`src/rtl/demux_pkg.sv`:
```
// demux_pkg -- shared definitions for the stream demultiplexer.
//   mode_e     : routing mode carried on the 2-bit mode input
//   N_CH_MIN/N_CH_MAX : supported range for the channel count
//   sel_width  : width of a channel select / pointer for n channels
package demux_pkg;

  typedef enum logic [1:0] {
    DIRECT      = 2'b00,
    ROUND_ROBIN = 2'b01,
    BROADCAST   = 2'b10,
    RSVD        = 2'b11
  } mode_e;

  localparam int N_CH_MIN = 2;
  localparam int N_CH_MAX = 16;

  // A select is never narrower than one bit, even for two channels.
  function automatic int sel_width(input int n);
    return (n <= 2) ? 1 : $clog2(n);
  endfunction

endpackage

```
`src/rtl/demux_stream_if.sv`:
```
// demux_stream_if -- bundles the upstream stream, per-channel downstream
// streams and the status/control sideband of demux_stream.
//   master : the environment (drives in_*, mode, out_ready, clr_err)
//   slave  : the demultiplexer (drives in_ready, out_*, sel_err, rr_ptr)
interface demux_stream_if #(
  parameter int N_CH = 8,
  parameter int DW   = 8
) ();
  localparam int SELW = demux_pkg::sel_width(N_CH);

  logic                 in_valid;
  logic                 in_ready;
  logic [DW-1:0]        in_data;
  logic [SELW-1:0]      in_sel;
  logic [1:0]           mode;
  logic [N_CH-1:0]      out_valid;
  logic [N_CH-1:0]      out_ready;
  logic [N_CH*DW-1:0]   out_data;
  logic                 sel_err;
  logic                 clr_err;
  logic [SELW-1:0]      rr_ptr;

  modport master (
    output in_valid, in_data, in_sel, mode, out_ready, clr_err,
    input  in_ready, out_valid, out_data, sel_err, rr_ptr
  );

  modport slave (
    input  in_valid, in_data, in_sel, mode, out_ready, clr_err,
    output in_ready, out_valid, out_data, sel_err, rr_ptr
  );
endinterface

```
`src/rtl/demux_ch_reg.sv`:
```
// demux_ch_reg -- one-entry output register for a single channel.
//   clk, rst_n          : clock and (already synchronised) async active-low reset
//   load, load_data     : write a new word (only asserted when the slot is open)
//   out_ready           : downstream accept
//   out_valid, out_data : registered channel output
module demux_ch_reg #(
  parameter int DW = 8
) (
  input  logic          clk,
  input  logic          rst_n,
  input  logic          load,
  input  logic [DW-1:0] load_data,
  input  logic          out_ready,
  output logic          out_valid,
  output logic [DW-1:0] out_data
);

  logic          valid_reg;
  logic [DW-1:0] data_reg;

  // A load wins over a pop, so pop+push in one cycle keeps valid high.
  always_ff @(posedge clk or negedge rst_n) begin
    if (!rst_n) begin
      valid_reg <= 1'b0;
      data_reg  <= '0;
    end else if (load) begin
      valid_reg <= 1'b1;
      data_reg  <= load_data;
    end else if (out_ready) begin
      valid_reg <= 1'b0;
    end
  end

  assign out_valid = valid_reg;
  assign out_data  = data_reg;

endmodule

```
`src/rtl/demux_stream.sv`:
```
// demux_stream -- routes one upstream stream to N_CH registered channels in
// DIRECT, ROUND_ROBIN or BROADCAST mode (reserved mode acts as DIRECT).
//   clk, rst_n : clock, asynchronous active-low reset (release synchronised)
//   bus        : demux_stream_if slave port (stream, channels, status)
module demux_stream import demux_pkg::*; #(
  parameter int N_CH = 8,
  parameter int DW   = 8
) (
  input  logic           clk,
  input  logic           rst_n,
  demux_stream_if.slave  bus
);

  localparam int SELW = sel_width(N_CH);
  localparam int SELN = 1 << SELW;

  // Reset asserts immediately, deasserts two clocks after rst_n rises.
  logic [1:0] rst_sync_reg;
  logic       rst_int_n;

  always_ff @(posedge clk or negedge rst_n) begin
    if (!rst_n) rst_sync_reg <= 2'b00;
    else        rst_sync_reg <= {rst_sync_reg[0], 1'b1};
  end
  assign rst_int_n = rst_sync_reg[1];

  mode_e               mode_val;
  logic [N_CH-1:0]     ch_valid;
  logic [N_CH*DW-1:0]  ch_data;
  logic [N_CH-1:0]     open;
  logic [N_CH-1:0]     load;
  logic [SELN-1:0]     open_ext;
  logic                sel_oob;
  logic                direct_like;
  logic                in_ready_c;
  logic                xfer;
  logic [SELW-1:0]     rr_ptr_reg, rr_ptr_next;
  logic                sel_err_reg, sel_err_next;

  assign mode_val    = mode_e'(bus.mode);
  assign direct_like = (mode_val != ROUND_ROBIN) && (mode_val != BROADCAST);
  assign open        = ~ch_valid | bus.out_ready;
  assign sel_oob     = ({1'b0, bus.in_sel} >= (SELW+1)'(N_CH));

  // Pad to the full select range so any in_sel indexes a real bit.
  always_comb begin
    open_ext           = '0;
    open_ext[N_CH-1:0] = open;
  end

  // Out-of-range direct selects are accepted and dropped.
  always_comb begin
    in_ready_c = 1'b0;
    case (mode_val)
      ROUND_ROBIN: in_ready_c = open_ext[rr_ptr_reg];
      BROADCAST:   in_ready_c = &open;
      default:     in_ready_c = sel_oob ? 1'b1 : open_ext[bus.in_sel];
    endcase
  end

  assign xfer = bus.in_valid & in_ready_c;

  generate
    for (genvar gi = 0; gi < N_CH; gi++) begin : g_ch
      always_comb begin
        load[gi] = 1'b0;
        case (mode_val)
          ROUND_ROBIN: load[gi] = xfer && (rr_ptr_reg == SELW'(gi));
          BROADCAST:   load[gi] = xfer;
          default:     load[gi] = xfer && !sel_oob && (bus.in_sel == SELW'(gi));
        endcase
      end

      demux_ch_reg #(.DW(DW)) u_ch (
        .clk       (clk),
        .rst_n     (rst_int_n),
        .load      (load[gi]),
        .load_data (bus.in_data),
        .out_ready (bus.out_ready[gi]),
        .out_valid (ch_valid[gi]),
        .out_data  (ch_data[gi*DW +: DW])
      );
    end
  endgenerate

  always_comb begin
    rr_ptr_next = rr_ptr_reg;
    if (xfer && (mode_val == ROUND_ROBIN))
      rr_ptr_next = (rr_ptr_reg == SELW'(N_CH-1)) ? '0 : rr_ptr_reg + SELW'(1);
  end

  // A new error takes priority over a simultaneous clear.
  always_comb begin
    sel_err_next = sel_err_reg;
    if (xfer && direct_like && sel_oob) sel_err_next = 1'b1;
    else if (bus.clr_err)               sel_err_next = 1'b0;
  end

  always_ff @(posedge clk or negedge rst_int_n) begin
    if (!rst_int_n) begin
      rr_ptr_reg  <= '0;
      sel_err_reg <= 1'b0;
    end else begin
      rr_ptr_reg  <= rr_ptr_next;
      sel_err_reg <= sel_err_next;
    end
  end

  assign bus.in_ready  = in_ready_c;
  assign bus.out_valid = ch_valid;
  assign bus.out_data  = ch_data;
  assign bus.rr_ptr    = rr_ptr_reg;
  assign bus.sel_err   = sel_err_reg;

endmodule

```
`src/flat_wrapper.sv`:
```
// flat-port wrapper written by rule: the top's interface ports become plain ports
module demux_stream_flat import demux_pkg::*;
#(
  parameter int N_CH = 8,
  parameter int DW   = 8
)
  (clk, rst_n, bus_in_valid, bus_in_data, bus_in_sel, bus_mode, bus_out_ready, bus_clr_err, bus_in_ready, bus_out_valid, bus_out_data, bus_sel_err, bus_rr_ptr);
  demux_stream_if #(.N_CH(N_CH), .DW(DW)) bus_i ();
  input  logic clk;
  input  logic rst_n;
  input wire logic [$bits(bus_i.in_valid)-1:0] bus_in_valid;
  input wire logic [$bits(bus_i.in_data)-1:0] bus_in_data;
  input wire logic [$bits(bus_i.in_sel)-1:0] bus_in_sel;
  input wire logic [$bits(bus_i.mode)-1:0] bus_mode;
  input wire logic [$bits(bus_i.out_ready)-1:0] bus_out_ready;
  input wire logic [$bits(bus_i.clr_err)-1:0] bus_clr_err;
  output wire logic [$bits(bus_i.in_ready)-1:0] bus_in_ready;
  output wire logic [$bits(bus_i.out_valid)-1:0] bus_out_valid;
  output wire logic [$bits(bus_i.out_data)-1:0] bus_out_data;
  output wire logic [$bits(bus_i.sel_err)-1:0] bus_sel_err;
  output wire logic [$bits(bus_i.rr_ptr)-1:0] bus_rr_ptr;
  assign bus_i.in_valid = bus_in_valid;
  assign bus_i.in_data = bus_in_data;
  assign bus_i.in_sel = bus_in_sel;
  assign bus_i.mode = bus_mode;
  assign bus_i.out_ready = bus_out_ready;
  assign bus_i.clr_err = bus_clr_err;
  assign bus_in_ready = bus_i.in_ready;
  assign bus_out_valid = bus_i.out_valid;
  assign bus_out_data = bus_i.out_data;
  assign bus_sel_err = bus_i.sel_err;
  assign bus_rr_ptr = bus_i.rr_ptr;
  demux_stream #(.N_CH(N_CH), .DW(DW)) u_core (.clk(clk), .rst_n(rst_n), .bus(bus_i));
endmodule
```
`config.mk`:
```
export PLATFORM = sky130hd
export DESIGN_NAME = demux_stream_flat
export DESIGN_NICKNAME = d
export VERILOG_FILES = /design/src/rtl/demux_pkg.sv /design/src/rtl/demux_stream_if.sv /design/src/rtl/demux_ch_reg.sv /design/src/rtl/demux_stream.sv /design/src/flat_wrapper.sv
export SDC_FILE = /design/constraint.sdc
export NUM_CORES = 1
export LEC_CHECK = 0
export ABC_AREA = 1
export CAP_MARGIN = 20
export CORE_MARGIN = 4
export CORE_UTILIZATION = 46
export CTS_BUF_LIST = sky130_fd_sc_hd__clkbuf_4 sky130_fd_sc_hd__clkbuf_8
export DETAILED_ROUTE_END_ITERATION = 8
export HOLD_SLACK_MARGIN = 0.02
export PLACE_DENSITY_LB_ADDON = 0.1
export SYNTH_ARGS = -nofsm -noshare
export SYNTH_HDL_FRONTEND = slang
export SYNTH_SLANG_ARGS = --single-unit
```
`constraint.sdc`:
```
create_clock -name clk -period 2.3 [get_ports clk]
set_input_delay 0.46 -clock clk [delete_from_list [all_inputs] [get_ports clk]]
set_output_delay 0.46 -clock clk [all_outputs]
set_load 0.02 [all_outputs]
```
==> impl_metrics.py, run 1 <==
metrics = {
    "synth": {
        "syn_inst": 454,
        "synth-seq-cells": 77,
        "syn_nets": 484,
        "ys_warn_count": 0,
        "avgSynthCellArea_um2": 8.554,
        "yosysTopAreaCell": "dfrtp_1",
        "ys_seq_area_frac": 0.4961,
        "synth.top_cell.area_share": 0.4961,
        "ys_types": 22,
        "async_flop_share": 1.000,
        "synth_ff_type": "dfrtp_1",
        "yosys-top-cells-count": "175 x nand2_1, 77 x dfrtp_1, 71 x nand4_1",
        "yosysMostFrequentCell": "nand2_1",
        "synth.top_cells.by_area": "dfrtp_1 50%, nand2_1 17%, nand4_1 11%",
        "synth_edf_count": 0,
        "netlist_area_um2": 3884,
    },
    "power_and_ir_drop": {
        "p_leak_uw": 0.002693,
        "pwr_density_cell_nw_per_um2": 1150,
        "max-vdd-ir-drop_v": 0.0006460,
        "power_uw": 6206,
    },
    "cts": {
        "cts_hold_buf": 0,
        "htreeDepth": 3,
        "root_buffer": "clkbuf_8",
        "clkSinkCount": 77,
        "clk-insertion-delay-late_ns": 0.36,
        "cts_buffer_depth": 2,
        "cts_made_buffers": 9,
        "cts.clk_slew.worst_paths_ns": 0.08,
        "cts_tree": "built",
    },
    "place": {
        "place_congestion": 0.8809,
        "dpl_cell_area_um2": 5210,
        "portBuffers": 99,
        "dp.cells": 673,
        "place.detailed.hpwl_um": 7936,
    },
    "setup_path": {
        "crit_path_frequent_cell": "nand2_1",
        "worstPathCellList": "clkdlybuf4s50_1 -> nand2_1 -> nor2_1 -> inv_1 -> nand4_1 -> nand2_1 -> nand3_1 -> nand2_2 -> buf_4",
        "reg2reg_from": "u_core.bus.rr_ptr[1]$_DFFE_PN0P_",
        "critical_path_class": "in2out",
        "critPathMaxFanout": 5,
        "r2r_cells": 10,
        "reg2reg_slack_ns": 0.28,
        "crit_path_end_kind": "output port",
        "regToRegEndpoint": "u_core.g_ch[7].u_ch.out_data[3]$_DFFE_PN0P_",
        "cpMaxStageDelayCell": "clkdlybuf4s50_1",
        "slowest_delay_ns": 0.57,
        "cp.required_ns": 1.84,
        "cp-start-kind": "primary input",
        "cp.arrival_ns": 1.76,
    },
    "cells_and_area": {
        "num_antenna_cells": 0,
        "syn_to_final_growth_pct": 38.92,
        "stdcell_area_um2": 5395,
        "layout-drive-gt1-share": 0.1689,
        "final_cells": 691,
        "nNetsFinal": 611,
        "largest_register_ffs": 64,
        "fill_cells": 718,
    },
    "timing": {
        "hold_violations": 0,
        "min_period_ns": 2.220,
        "relSlewSlack": 0.5730,
        "final_max_slew_viol_count": 0,
        "setup_tns_ns": 0,
        "rsz0062_at_grt": "true",
        "post-route-period-util": 0.9651,
        "setup_viol": 0,
        "worst_pin_slew_ns": 0.6405,
        "timing.fmax_ghz": 0.4505,
        "fin_hold_ws_ns": 0.2570,
        "finalClockSkew_ns": 0.008746,
    },
    "die": {
        "dieArea_um2": 9977,
        "fp.dieW_um": 99.89,
        "die_h_um": 99.89,
        "rows": 33,
        "io_pins": 102,
        "initial_core_util": 0.4727,
        "coreArea_um2": 8217,
    },
    "drt": {
        "detail_route.first_pass.iterations": 5,
        "vias": 3717,
        "route.detailed.drc": 0,
        "wl_per_cell_um": 16.41,
        "ant_nets": 0,
        "drt_iter0_markers": 192,
        "finalWirelength_um": 11340,
        "viasPerCell": 5.379,
    },
    "global_routing": {
        "track_usage": 0.2342,
        "grt_pass1_vias": 3673,
        "grt_start_max_net_pins": 68,
        "grt_pass1_wl_um": 18430,
        "grt_overflow_total": 0,
        "antenna_found_initial": 0,
    },
    "min_path": {
        "hp-class": "in2async",
    },
    "run_status": {
        "status": "finished clean",
    },
    "flow_run": {
        "max-cap-violations": 0,
    },
}
## what timing repair did
item                                    CTS  global route
setup buffers                             0             2
resized for setup                         6             3
endpoints found under the setup margin    1            68
## per-layer routing
layer	vias to the layer above	track usage	share of wire
li1	1764	-	-
met1	1781	0.3356	0.45
met2	147	0.3484	0.45
met3	25	0.05003	0.076
met4	0	0.09034	0.024
met5	-	0	0
## stage by stage
stage / util / worst slack, ns
final: 0.6566 / 0.08023
after global routing: 0.6566 / -0.07185
after CTS: 0.6539 / 0.04531
after detailed placement: 0.6341 / -0.4201
after global placement: 0.6341 / -0.4021
after floorplan: - / 0.3641
## layout make-up
| type | instances | area [um^2] | share of cell area |
|---|---|---|---|
| Timing Repair Buffer | 151 | 1410 | 0.2614 |
| Inverter | 29 | 108.9 | 0.02018 |
| Sequential cell | 77 | 1928 | 0.3574 |
| Tap cell | 105 | 131.4 | 0.02435 |
| Clock buffer | 9 | 123.9 | 0.02296 |
| Multi-Input combinational cell | 313 | 1650 | 0.3059 |
| Clock inverter | 7 | 42.54 | 0.007885 |
## how the worst max path moves through the flow
stage                        startpoint                                          end  cells after the start
after floorplan             bus_mode[1]  u_core.g_ch[5].u_ch.out_data[7]$_DFFE_PN0P_                      9
after detailed placement  bus_in_sel[0]                                 bus_in_ready                     10
final                     bus_in_sel[1]                                 bus_in_ready                      9
after CTS                   bus_mode[0]                                 bus_in_ready                      9
after global placement    bus_in_sel[0]                                 bus_in_ready                     10
after global routing        bus_mode[0]                                 bus_in_ready                     10
## layout by cell type (no fill, tap or decap), drive strengths merged
cell	synthesis	final
inv	29	29
clkinvlp	0	3
dlygate4sd2	0	1
a21oi	2	2
o31ai	4	4
clkbuf	8	9
clkdlybuf4s50	0	96
clkinv	0	4
o21ai	3	3
ha	5	5
conb	2	2
nand4	79	79
nand3	25	25
buf	27	54
nor2	15	15
dfrtp	77	77
nand2	178	178
## cells by family after synthesis
| logic type | Yosys count | synth area share |
|---|---|---|
| AO/OA/AOI/OAI | 9 | 0.03479 |
| other | 2 | 0.001934 |
| flip-flops | 77 | 0.4961 |
| AND/OR/NAND/NOR | 297 | 0.3702 |
| adder cells (fa/ha/maj) | 5 | 0.01611 |
| buffers and inverters | 64 | 0.08086 |
## power by group
part / total, uW / switching (uW) / leakage [uW] / internal (uW)
Sequential: 2250 / 368 / 0.000965 / 1880
Clock: 906 / 523 / 0.0000808 / 383
Combinational: 3050 / 1640 / 0.00165 / 1410
Total: 6210 / 2530 / 0.00269 / 3670
## critical path: cells and delay by family
family	cells	cell delay, ns
buf+inv	3	0.78
simple gates	6	0.52
Power figures use the tool's default switching activity.
==> inputs of run 2 (changes only) <==
- PLACE_DENSITY_LB_ADDON: 0.1 -> 0.05
==> impl_metrics.py, run 2 (synthesis gave the netlist of run 1 again) <==
metrics = {
    "setup_path": {
        "reg2reg_slack_ns": 0.25,
        "slowest_delay_ns": 0.43,
        "critPathMaxFanout": 2,
        "worstPathCellList": "clkdlybuf4s50_1 -> inv_1 -> ha_1 -> nand2_1 -> nor2_1 -> nand3_1 -> nand3_1 -> nand2_1 -> nand2_2 -> buf_2",
        "cp.required_ns": 1.84,
        "critical_path_class": "in2out",
        "reg2reg_from": "u_core.bus.rr_ptr[1]$_DFFE_PN0P_",
        "regToRegEndpoint": "u_core.g_ch[0].u_ch.out_data[7]$_DFFE_PN0P_",
        "crit_path_end_kind": "output port",
        "cp.arrival_ns": 1.81,
        "cp-start-kind": "primary input",
        "r2r_cells": 10,
        "cpMaxStageDelayCell": "clkdlybuf4s50_1",
    },
    "global_routing": {
        "busiest_layer": "met2",
        "grt_pass1_vias": 3648,
        "track_usage": 0.2316,
        "use_met2": 0.3402,
        "antenna_found_initial": 0,
        "grt.met1_usage": 0.3368,
        "grt_overflow_total": 0,
        "grt_pass1_wl_um": 18310,
        "grt_start_max_net_pins": 76,
        "grt_util_met3": 0.05629,
    },
    "power_and_ir_drop": {
        "pwr-share-clk": 0.168,
        "p_sw_uw": 2535,
        "swShare": 0.3979,
        "pwr_density_cell_nw_per_um2": 1159,
        "p_leak_uw": 0.002750,
        "p_seq_frac": 0.350,
        "max-vdd-ir-drop_v": 0.0006893,
        "internal_power_uw": 3835,
        "power_uw": 6370,
        "comb_power_share": 0.482,
    },
    "drt": {
        "route.detailed.drc": 0,
        "vias": 3686,
        "ant_nets": 0,
        "detail_route.first_pass.iterations": 5,
        "viasPerCell": 5.273,
        "drt_iter0_markers": 208,
        "finalWirelength_um": 11170,
        "wl_per_cell_um": 15.98,
    },
    "timing": {
        "final_max_slew_viol_count": 0,
        "rsz0062_at_grt": "true",
        "hold_violations": 0,
        "post-route-period-util": 0.9853,
        "setup_viol": 0,
        "worst_pin_slew_ns": 0.6583,
        "timing.fmax_ghz": 0.4413,
        "min_period_ns": 2.266,
        "setup_tns_ns": 0,
        "relSlewSlack": 0.5612,
        "finalClockSkew_ns": 0.01250,
    },
    "min_path": {
        "hp-class": "in2async",
    },
    "cells_and_area": {
        "stdcell_area_um2": 5495,
        "nNetsFinal": 619,
        "final_cell_mix": "174 x nand2_1, 96 x clkdlybuf4s50_1, 76 x dfrtp_1",
        "num_antenna_cells": 0,
        "largest_register_ffs": 64,
        "layout-drive-gt1-share": 0.1801,
        "final_common_cell": "nand2_1",
        "syn_to_final_growth_pct": 41.49,
    },
    "die": {
        "initial_core_util": 0.4727,
        "fp.dieW_um": 99.89,
        "die_h_um": 99.89,
        "coreArea_um2": 8217,
        "dieArea_um2": 9977,
        "rows": 33,
        "io_pins": 102,
    },
    "place": {
        "portBuffers": 99,
        "dpl_cell_area_um2": 5285,
        "place.detailed.hpwl_um": 7706,
        "place_congestion": 0.8739,
    },
    "cts": {
        "cts.clk_slew.worst_paths_ns": 0.08,
        "cts_buffer_depth": 2,
        "cts_made_buffers": 9,
        "htreeDepth": 3,
        "root_buffer": "clkbuf_8",
        "cts_tree": "built",
        "cts_setup_buffers": 0,
        "cts_hold_buf": 0,
        "clkSinkCount": 77,
        "clk-insertion-delay-late_ns": 0.35,
    },
    "run_status": {
        "status": "finished clean",
    },
    "flow_run": {
        "max-cap-violations": 0,
    },
}
## run 2: power by group through the flow
stage	registers, uW	logic (uW)	clock network, uW
2_1_floorplan	2850	925	0
3_3_place_gp	2240	3050	0
3_5_place_dp	2230	3090	0
4_1_cts	2230	3090	1090
5_1_grt	2300	3310	1150
6_report	2230	3070	1070
## run 2: cell type report
| type | count | area (um^2) |
|---|---|---|
| Clock buffer | 10 | 137.6 |
| Multi-Input combinational cell | 313 | 1650 |
| Inverter | 29 | 108.9 |
| Timing Repair Buffer | 159 | 1468 |
| Fill cell | 700 | 2721 |
| Sequential cell | 77 | 1928 |
| Tap cell | 105 | 131.4 |
| Clock inverter | 6 | 71.32 |
## run 2: worst max-delay path by stage
stage                  start                                           to  slack, ns  depth (start not counted)
3_3_place_gp   bus_in_sel[0]                                 bus_in_ready      -0.39                         10
3_5_place_dp   bus_in_sel[0]                                 bus_in_ready      -0.42                         10
4_1_cts          bus_mode[0]                                 bus_in_ready       0.06                          9
6_report         bus_mode[0]                                 bus_in_ready       0.03                         10
2_1_floorplan    bus_mode[1]  u_core.g_ch[5].u_ch.out_data[7]$_DFFE_PN0P_       0.36                          9
5_1_grt          bus_mode[0]  u_core.g_ch[7].u_ch.out_data[5]$_DFFE_PN0P_      -0.05                         12
## run 2: stage by stage
step                setup slack, ns  utilization  std cells  hold WS [ns]
finish                      0.03376       0.6688        699        0.2671
global route               -0.05038       0.6688        699        0.2437
CTS                         0.05607       0.6682        699        0.2552
detailed placement          -0.4232       0.6432        683        0.3193
global placement            -0.3947       0.6432        683        0.3170
floorplan                    0.3641            -        454        0.1644
## run 2: critical path: cells and delay by family
family        cells  cell delay, ns
buf+inv           3            0.66
simple gates      6            0.51
fa+ha+maj         1            0.18
## run 2: repair_timing
action	4_1_cts	5_1_grt
setup endpoints to repair	1	57
cloned	0	0
resized for setup	6	2
## run 2: per-layer routing
metal / up-vias / wire length [um]
li1: 1782 / -
met1: 1727 / 5073
met2: 156 / 4994
met3: 21 / 866
met4: 0 / 237
met5: - / 0
==> inputs of run 3 (changes only) <==
==> constraint.sdc (replaced) <==
create_clock -name clk -period 2.3 [get_ports clk]
set_input_delay 0.575 -clock clk [delete_from_list [all_inputs] [get_ports clk]]
set_output_delay 0.575 -clock clk [all_outputs]
set_load 0.02 [all_outputs]
==> impl_metrics.py, run 3 (synthesis gave the netlist of run 1 again) <==
metrics = {
    "run_status": {
        "status": "finished clean",
    },
    "timing": {
        "finalClockSkew_ns": 0.01000,
        "final_max_slew_viol_count": 0,
        "setup_viol": 0,
        "setup_tns_ns": 0,
        "worst_pin_slew_ns": 0.5388,
        "relSlewSlack": 0.6397,
        "timing.fmax_ghz": 0.4541,
        "hold_violations": 0,
        "layout_setup_ws_ns": 0.09778,
        "min_period_ns": 2.202,
        "post-route-period-util": 0.9575,
    },
    "die": {
        "initial_core_util": 0.4727,
        "rows": 33,
        "io_pins": 102,
        "dieArea_um2": 9977,
        "coreArea_um2": 8217,
        "die_h_um": 99.89,
        "fp.dieW_um": 99.89,
    },
    "drt": {
        "viasPerCell": 5.274,
        "drt_iter0_markers": 235,
        "detail_route.first_pass.iterations": 5,
        "route.detailed.drc": 0,
        "vias": 3808,
        "ant_nets": 0,
        "wl_per_cell_um": 16.01,
        "finalWirelength_um": 11560,
    },
    "global_routing": {
        "grt_overflow_total": 0,
        "antenna_found_initial": 0,
        "grt_pass1_vias": 3816,
        "grt_pass1_wl_um": 18900,
        "grt_start_max_net_pins": 68,
        "track_usage": 0.2393,
    },
    "setup_path": {
        "cp.arrival_ns": 1.63,
        "crit_family": "simple AND/OR/NAND/NOR gates",
        "slowest_delay_ns": 0.24,
        "worstPathCellList": "dlygate4sd2_1 -> ha_2 -> nand2_1 -> nor2_2 -> nand3_2 -> nand3_2 -> nand2_2 -> nand2_2 -> buf_6",
        "cp.required_ns": 1.73,
        "cp.buffers_inverters": 2,
        "critPathMaxFanout": 2,
        "cp-start-kind": "primary input",
        "cpMaxStageDelayCell": "dlygate4sd2_1",
        "critical_path_class": "in2out",
        "crit_path_end_kind": "output port",
    },
    "cells_and_area": {
        "stdcell_area_um2": 5728,
        "layout-drive-gt1-share": 0.2480,
        "nNetsFinal": 642,
        "final_cells": 722,
        "fin_util": 0.6971,
        "final_common_cell": "nand2_1",
        "syn_to_final_growth_pct": 47.49,
        "final_cell_mix": "168 x nand2_1, 85 x clkdlybuf4s50_1, 79 x buf_4",
        "num_antenna_cells": 0,
        "largest_register_ffs": 64,
    },
    "place": {
        "dp.cells": 685,
        "pre_cts_slack_ns": -0.6336,
        "place_congestion": 0.8358,
        "portBuffers": 99,
        "place.detailed.hpwl_um": 7962,
        "dpl_cell_area_um2": 5300,
    },
    "flow_run": {
        "max-cap-violations": 0,
    },
    "min_path": {
        "hp-class": "reg2async",
    },
    "power_and_ir_drop": {
        "pwr_density_cell_nw_per_um2": 1144,
        "p_leak_uw": 0.002887,
        "max-vdd-ir-drop_v": 0.0007345,
    },
    "cts": {
        "cts_buffer_depth": 2,
        "cts_tree": "built",
        "cts.clk_slew.worst_paths_ns": 0.09,
        "root_buffer": "clkbuf_8",
        "clkSinkCount": 77,
        "clk-insertion-delay-late_ns": 0.35,
        "htreeDepth": 3,
        "cts_made_buffers": 9,
    },
}
-- run 3: cell type report --
class / instances / area [um^2]
clock inverter: 7 / 97.59
multi-input combinational: 313 / 1708
inverter: 29 / 108.9
clock buffer: 9 / 123.9
sequential: 77 / 1929
tap: 105 / 131.4
fill: 652 / 2489
timing repair buffer: 182 / 1629
-- run 3: where the power goes --
| part | internal (uW) | switching [uW] |
|---|---|---|
| clock network | 619 | 523 |
| registers | 1880 | 369 |
| logic | 1490 | 1670 |
-- run 3: through the flow --
step / hold WS, ns / total power [uW]
global route: 0.3167 / 6944
finish: 0.2570 / 6553
global placement: 0.2685 / 5318
floorplan: 0.2794 / 3775
CTS: 0.2739 / 6578
detailed placement: 0.2761 / 5344
-- run 3: routing by layer --
layer  wire [um]  vias up  track usage
met5           0        -            0
met4         113        0      0.05252
met3         868       11      0.06185
met2        5425      145       0.3746
met1        5154     1828       0.3366
li1            -     1824            -
-- run 3: what timing repair did --
item                       in CTS  in global routing
buffers inserted               19                  2
pin swaps                      13                  6
setup endpoints to repair       3                 69
hold buffers                    0                  0
resized for setup              35                 13
-- run 3: path summary, 6_finish.rpt --
path | cells past startpoint | slack (ns) | from | end
setup / recovery | 9 | 0.1 | bus_mode[1] | bus_in_ready
setup reg to reg | 13 | 0.27 | u_core.g_ch[4].u_ch.out_valid$_DFFE_PN0P_ | u_core.g_ch[6].u_ch.out_data[1]$_DFFE_PN0P_
hold / removal | 0 | 0.26 | u_core.rst_sync_reg[1]$_DFF_PN0_ | u_core.g_ch[2].u_ch.out_data[0]$_DFFE_PN0P_
min in group clk | 0 | 0.37 | u_core.rst_sync_reg[0]$_DFF_PN0_ | u_core.rst_sync_reg[1]$_DFF_PN0_
hold reg to reg | 0 | 0.26 | u_core.rst_sync_reg[1]$_DFF_PN0_ | u_core.g_ch[2].u_ch.out_data[0]$_DFFE_PN0P_
max in group asynchronous | 1 | 1.28 | u_core.rst_sync_reg[1]$_DFF_PN0_ | u_core.g_ch[5].u_ch.out_valid$_DFFE_PN0P_
